[config.mk]
export PLATFORM = sky130hd
export DESIGN_NAME = cpu_flat
export DESIGN_NICKNAME = d
export VERILOG_FILES = /design/src/rtl/cpu_if.sv /design/src/rtl/cpu.sv /design/src/flat_wrapper.sv
export SDC_FILE = /design/constraint.sdc
export NUM_CORES = 1
export LEC_CHECK = 0
export BUFFER_PORTS_ARGS = -buffer_cell sky130_fd_sc_hd__buf_2
export CORE_MARGIN = 5
export CORE_UTILIZATION = 50
export DETAILED_ROUTE_END_ITERATION = 8
export GPL_TIMING_DRIVEN = 0
export PLACE_DENSITY = 0.66
export SLEW_MARGIN = 20
export SYNTH_ARGS = -nofsm -noshare
export SYNTH_HDL_FRONTEND = slang
export SYNTH_SLANG_ARGS = --single-unit
[constraint.sdc]
create_clock -name clock -period 5.26 [get_ports clock]
set_input_delay 0.263 -clock clock [delete_from_list [all_inputs] [get_ports clock]]
set_output_delay 0.263 -clock clock [all_outputs]
set_load 0.02 [all_outputs]
[src/rtl/cpu_if.sv]
// Observation bus of the cpu core: program counter, current instruction
// and the combinational ALU result.
interface cpu_if;
  logic [15:0] PC;
  logic [15:0] IR;
  logic [15:0] ALUOut;

  modport master (output PC, IR, ALUOut);
  modport slave  (input  PC, IR, ALUOut);
endinterface

[src/rtl/cpu.sv]
// Single-cycle 16-bit simplified MIPS core: 16-word instruction ROM, 4-entry
// register file, combinational ALU. All state changes on the falling clock edge.
module cpu (
  input  logic  clock,
  input  logic  reset,
  cpu_if.master bus
);

  logic [15:0] pcReg;
  logic [15:0] instr;
  logic [15:0] regFile [4];
  logic [15:0] rsVal;
  logic [15:0] rtVal;
  logic [15:0] immExt;
  logic [15:0] aluResult;
  logic [15:0] nextPc;
  logic [3:0]  opcode;
  logic [1:0]  rs;
  logic [1:0]  rt;
  logic [1:0]  rd;
  logic [1:0]  writeAddr;
  logic        writeEn;
  logic        halted;

  function automatic logic [15:0] romWord(input logic [3:0] idx);
    case (idx)
      4'd0:    romWord = 16'h710F;
      4'd1:    romWord = 16'h7207;
      4'd2:    romWord = 16'h26C0;
      4'd3:    romWord = 16'h1780;
      4'd4:    romWord = 16'h3B80;
      4'd5:    romWord = 16'h0BC0;
      4'd6:    romWord = 16'h4B40;
      4'd7:    romWord = 16'h6E40;
      4'd8:    romWord = 16'h6B40;
      default: romWord = 16'hFFFF;
    endcase
  endfunction

  assign instr  = romWord(pcReg[4:1]);
  assign opcode = instr[15:12];
  assign rs     = instr[11:10];
  assign rt     = instr[9:8];
  assign rd     = instr[7:6];
  assign immExt = {{8{instr[7]}}, instr[7:0]};
  assign halted = (instr == 16'hFFFF);

  // Register 0 is hardwired to zero on the read side; writes to it are dropped.
  assign rsVal = (rs == 2'd0) ? 16'd0 : regFile[rs];
  assign rtVal = (rt == 2'd0) ? 16'd0 : regFile[rt];

  // PC only walks the 16 ROM words, so it wraps from 30 back to 0.
  assign nextPc = {11'd0, pcReg[4:1] + 4'd1, 1'b0};

  always_comb begin
    aluResult = rsVal + rtVal;
    writeEn   = 1'b0;
    writeAddr = rd;
    case (opcode)
      4'h0: begin aluResult = rsVal + rtVal;    writeEn = 1'b1; end
      4'h1: begin aluResult = rsVal - rtVal;    writeEn = 1'b1; end
      4'h2: begin aluResult = rsVal & rtVal;    writeEn = 1'b1; end
      4'h3: begin aluResult = rsVal | rtVal;    writeEn = 1'b1; end
      4'h4: begin aluResult = ~(rsVal | rtVal); writeEn = 1'b1; end
      4'h6: begin
        aluResult = {15'd0, ($signed(rsVal) < $signed(rtVal))};
        writeEn   = 1'b1;
      end
      4'h7: begin
        aluResult = rsVal + immExt;
        writeEn   = 1'b1;
        writeAddr = rt;
      end
      4'hF: begin
        if (halted) begin
          aluResult = rsVal | rtVal;
        end
      end
      default: begin
        aluResult = rsVal + rtVal;
      end
    endcase
  end

  // Reset wins over everything; a halt word freezes PC and registers.
  always_ff @(negedge clock) begin
    if (reset) begin
      pcReg <= 16'd0;
      for (int i = 0; i < 4; i++) begin
        regFile[i] <= 16'd0;
      end
    end else if (!halted) begin
      pcReg <= nextPc;
      if (writeEn && (writeAddr != 2'd0)) begin
        regFile[writeAddr] <= aluResult;
      end
    end
  end

  assign bus.PC     = pcReg;
  assign bus.IR     = instr;
  assign bus.ALUOut = aluResult;

endmodule

[src/flat_wrapper.sv]
// flat-port wrapper written by rule: the top's interface ports become plain ports
module cpu_flat 
  (clock, reset, bus_PC, bus_IR, bus_ALUOut);
  cpu_if bus_i ();
  input  logic clock;
  input  logic reset;
  output wire logic [$bits(bus_i.PC)-1:0] bus_PC;
  output wire logic [$bits(bus_i.IR)-1:0] bus_IR;
  output wire logic [$bits(bus_i.ALUOut)-1:0] bus_ALUOut;
  assign bus_PC = bus_i.PC;
  assign bus_IR = bus_i.IR;
  assign bus_ALUOut = bus_i.ALUOut;
  cpu u_core (.clock(clock), .reset(reset), .bus(bus_i));
endmodule
==> impl_metrics.py <==
metrics = {
    "worst_setup_path": {
        "rrSetupSlack_ns": 0.93,
        "end_kind": "primary output",
        "reg2reg_depth": 10,
        "rr_startpoint": "u_core.bus.IR[14]",
        "cp-endpoint": "bus_ALUOut[10]",
        "max_stage_delay_ns": 0.48,
        "cp-start-kind": "flop",
        "crit_top_cell": "inv_2",
        "path_cells": "buf_12, clkbuf_16, mux2_4, a22oi_2, ha_2, inv_2, ha_4, a221oi_4, o32ai_4, a311oi_4, nor2_2, a221o_1, or4_4, a31o_4, inv_2, buf_6",
        "crit_required_ns": 5.00,
        "path_max_fanout": 5,
        "slowest_stage": "a311oi_4",
        "r2r-end": "u_core.regFile[2][15]",
        "cp.arrival_ns": 6.99,
        "startpoint": "u_core.bus.IR[11]",
        "worstSetupPathType": "reg2out",
    },
    "detailed_routing": {
        "viasPerCell": 6.27,
        "vias": 8411,
        "first_pass_iters": 6,
        "drc": 0,
        "wl_microns": 29600,
        "wire_per_inst_microns": 22.1,
        "first_iter_violations": 1040,
        "ant_nets": 0,
    },
    "yosys": {
        "synthArstFlopShare": 0,
        "yosys-top-cells-area": "edfxtp_1 20%, ha_1 10%, nor2_1 5.1%, a21oi_1 4.7%, dfxtp_1 4.4%",
        "yosys.area.top_type": "edfxtp_1",
        "yosysMostFrequentCell": "nor2_1",
        "netlist_instances": 915,
        "synth-edff-count": 48,
        "syn_area_per_cell_sq_um": 7.97,
        "yosysTopAreaCellShare": 0.198,
        "yosysWarnings": 0,
        "ys.flop_type": "edfxtp_1",
        "yosysSeqAreaShare": 0.242,
        "ys_types": 87,
        "synth_common_cells": "100 x nor2_1, 82 x nand2_1, 78 x inv_1",
        "netlist_area_sq_um": 7290,
        "yosys_register_bits": 64,
    },
    "global_routing": {
        "grt_pass1_wl_microns": 43100,
        "grt.overflow.total": 0,
        "grt_usage": 0.331,
        "grt_max_degree": 17,
        "grt_antenna_before_repair": 0,
        "first_global_vias": 7849,
    },
    "worst_hold_path": {
        "worstHoldPathCells": 2,
        "hold_class": "reg2reg",
    },
    "clock_network": {
        "root_buffer": "clkbuf_16",
        "clock_sinks": 64,
        "cts_tree": "built",
        "cts_buffer_depth": 2,
        "cts.clk_slew.worst_paths_ns": 0.04,
        "htree_levels": 3,
        "clk_latency_ns": 0.40,
        "cts_buffers": 9,
    },
    "die": {
        "core_sq_um": 14400,
        "io_pins": 50,
        "die_area_sq_um": 17100,
        "die_w_microns": 131,
        "die_h_microns": 131,
        "fp-row-count": 44,
        "start_util": 0.506,
    },
    "timing": {
        "rsz0062_at_grt": "yes",
        "layout_setup_ws_ns": -2.00,
        "timing.slew.headroom": 0.378,
        "drv_slew": 0,
        "setup_violations": 16,
        "finalClockSkew_ns": 0.0180,
        "worst_slew_pin_slew_ns": 0.929,
        "hold_violations": 0,
    },
    "run": {
        "drv_cap": 0,
    },
    "final_layout": {
        "fin_nets": 1218,
        "layout-drive-gt1-share": 0.373,
        "synthToLayoutAreaGrowth_pct": 43.6,
        "fin_util": 0.726,
        "final_cells": 1341,
        "insertedDiodeCount": 0,
        "fillCellCount": 1086,
        "post-route-cell-area_sq_um": 10500,
    },
    "power": {
        "clkPwrFrac": 0.175,
        "finalPower_w": 0.00443,
        "power_leakage_nw": 4.70,
        "combPwrFrac": 0.655,
        "irDropWorstVdd_mv": 0.330,
        "internal_power_w": 0.00236,
        "power.density_nw_per_um2": 423,
        "power_frac_seq": 0.169,
        "netSwitchingPower_w": 0.00207,
        "swShare": 0.468,
    },
    "placement": {
        "gp_congestion": 1.00,
        "place_area_sq_um": 7990,
        "placed_cells": 1150,
        "numPortBuffers": 37,
        "hpwl_microns": 20100,
    },
    "outcome": {
        "status": "finished, violations left",
        "failed_checks": "setup timing",
    },
}
metrics by stage:
stage	hold slack, ns	TNS (ns)	setup WS, ns
floorplan	0.623	-11.88	-1.14
global placement	0.587	-28.92	-1.94
detailed placement	0.590	-27.87	-1.95
finish	0.668	-25.57	-2.00
CTS	0.596	-24.01	-1.84
global route	0.687	-26.79	-2.07
per-layer routing:
| metal | vias up | part of all wire | GRT usage |
|---|---|---|---|
| met1 | 3954 | 0.40 | 0.429 |
| met4 | 0 | 0.041 | 0.127 |
| met2 | 547 | 0.45 | 0.504 |
| li1 | 3795 | - | - |
| met3 | 115 | 0.12 | 0.122 |
| met5 | - | 0 | 0 |
worst min-delay path by stage:
stage,from,to,slack [ns]
global placement,u_core.bus.PC[2],u_core.bus.PC[2],0.59
finish,u_core.bus.PC[2],u_core.bus.PC[2],0.67
floorplan,u_core.bus.PC[2],u_core.bus.PC[2],0.62
detailed placement,u_core.bus.PC[2],u_core.bus.PC[2],0.59
global route,u_core.bus.PC[2],u_core.bus.PC[2],0.69
CTS,u_core.bus.PC[2],u_core.bus.PC[2],0.60
cell usage in the layout (no fill, tap or decap), types with 24 or more instances in the layout:
cell / count
a21oi_1: 57
buf_4: 125
buf_6: 26
clkbuf_1: 24
edfxtp_1: 48
ha_1: 38
inv_1: 118
nand2_1: 81
nor2_1: 95
o21ai_0: 27
final cells by class:
type	instances	area, sq um	area share
Multi-Input combinational cell	720	5960	0.569
Sequential cell	64	1780	0.169
Timing Repair Buffer	157	1230	0.118
Buffer	58	452	0.0431
Inverter	80	307	0.0293
Clock inverter	69	295	0.0282
Tap cell	184	230	0.0220
Clock buffer	9	225	0.0215
worst max-delay path: cells and delay by family (launching register included):
| kind | cells | cell delay (ns) |
|---|---|---|
| buf+inv | 5 | 0.49 |
| flops | 1 | 0.34 |
| simple gates | 2 | 0.51 |
| compound gates | 6 | 1.87 |
| fa+ha+maj | 2 | 0.46 |
| mux | 1 | 0.30 |
registers in the layout (all words and copies together) (netlist names):
| signal | count |
|---|---|
| u_core.regFile | 48 |
| u_core.bus.PC | 4 |
| u_core.bus.IR | 12 |
cells by family (layout without fill, tap and decap cells):
group                    count (synthesis)  in the layout  synth area share
flip-flops                              64             64             0.242
AO/OA/AOI/OAI                          275            275             0.272
AND/OR/NAND/NOR                        298            298             0.192
adder cells (fa/ha/maj)                 62             62             0.108
XOR/XNOR                                35             35            0.0420
other                                    1             12          0.000514
multiplexers                            38             38            0.0588
buffers and inverters                  142            373            0.0849
power by group through the flow:
stage               clock [W]  combinational [W]  sequential, W
finish               0.000776            0.00290       0.000750
global route         0.000857            0.00306       0.000755
CTS                  0.000780            0.00253       0.000737
detailed placement  0.0000739            0.00200       0.000735
global placement    0.0000739            0.00199       0.000733
floorplan           0.0000739            0.00146       0.000729
timing repair:
action | in CTS | in global routing
pin swaps | 86 | 69
endpoints found under the setup margin | 16 | 16
gates resized for setup | 164 | 69
buffers inserted | 81 | 38
hold buffers | 0 | 0
(Power assumes the default switching activity.)
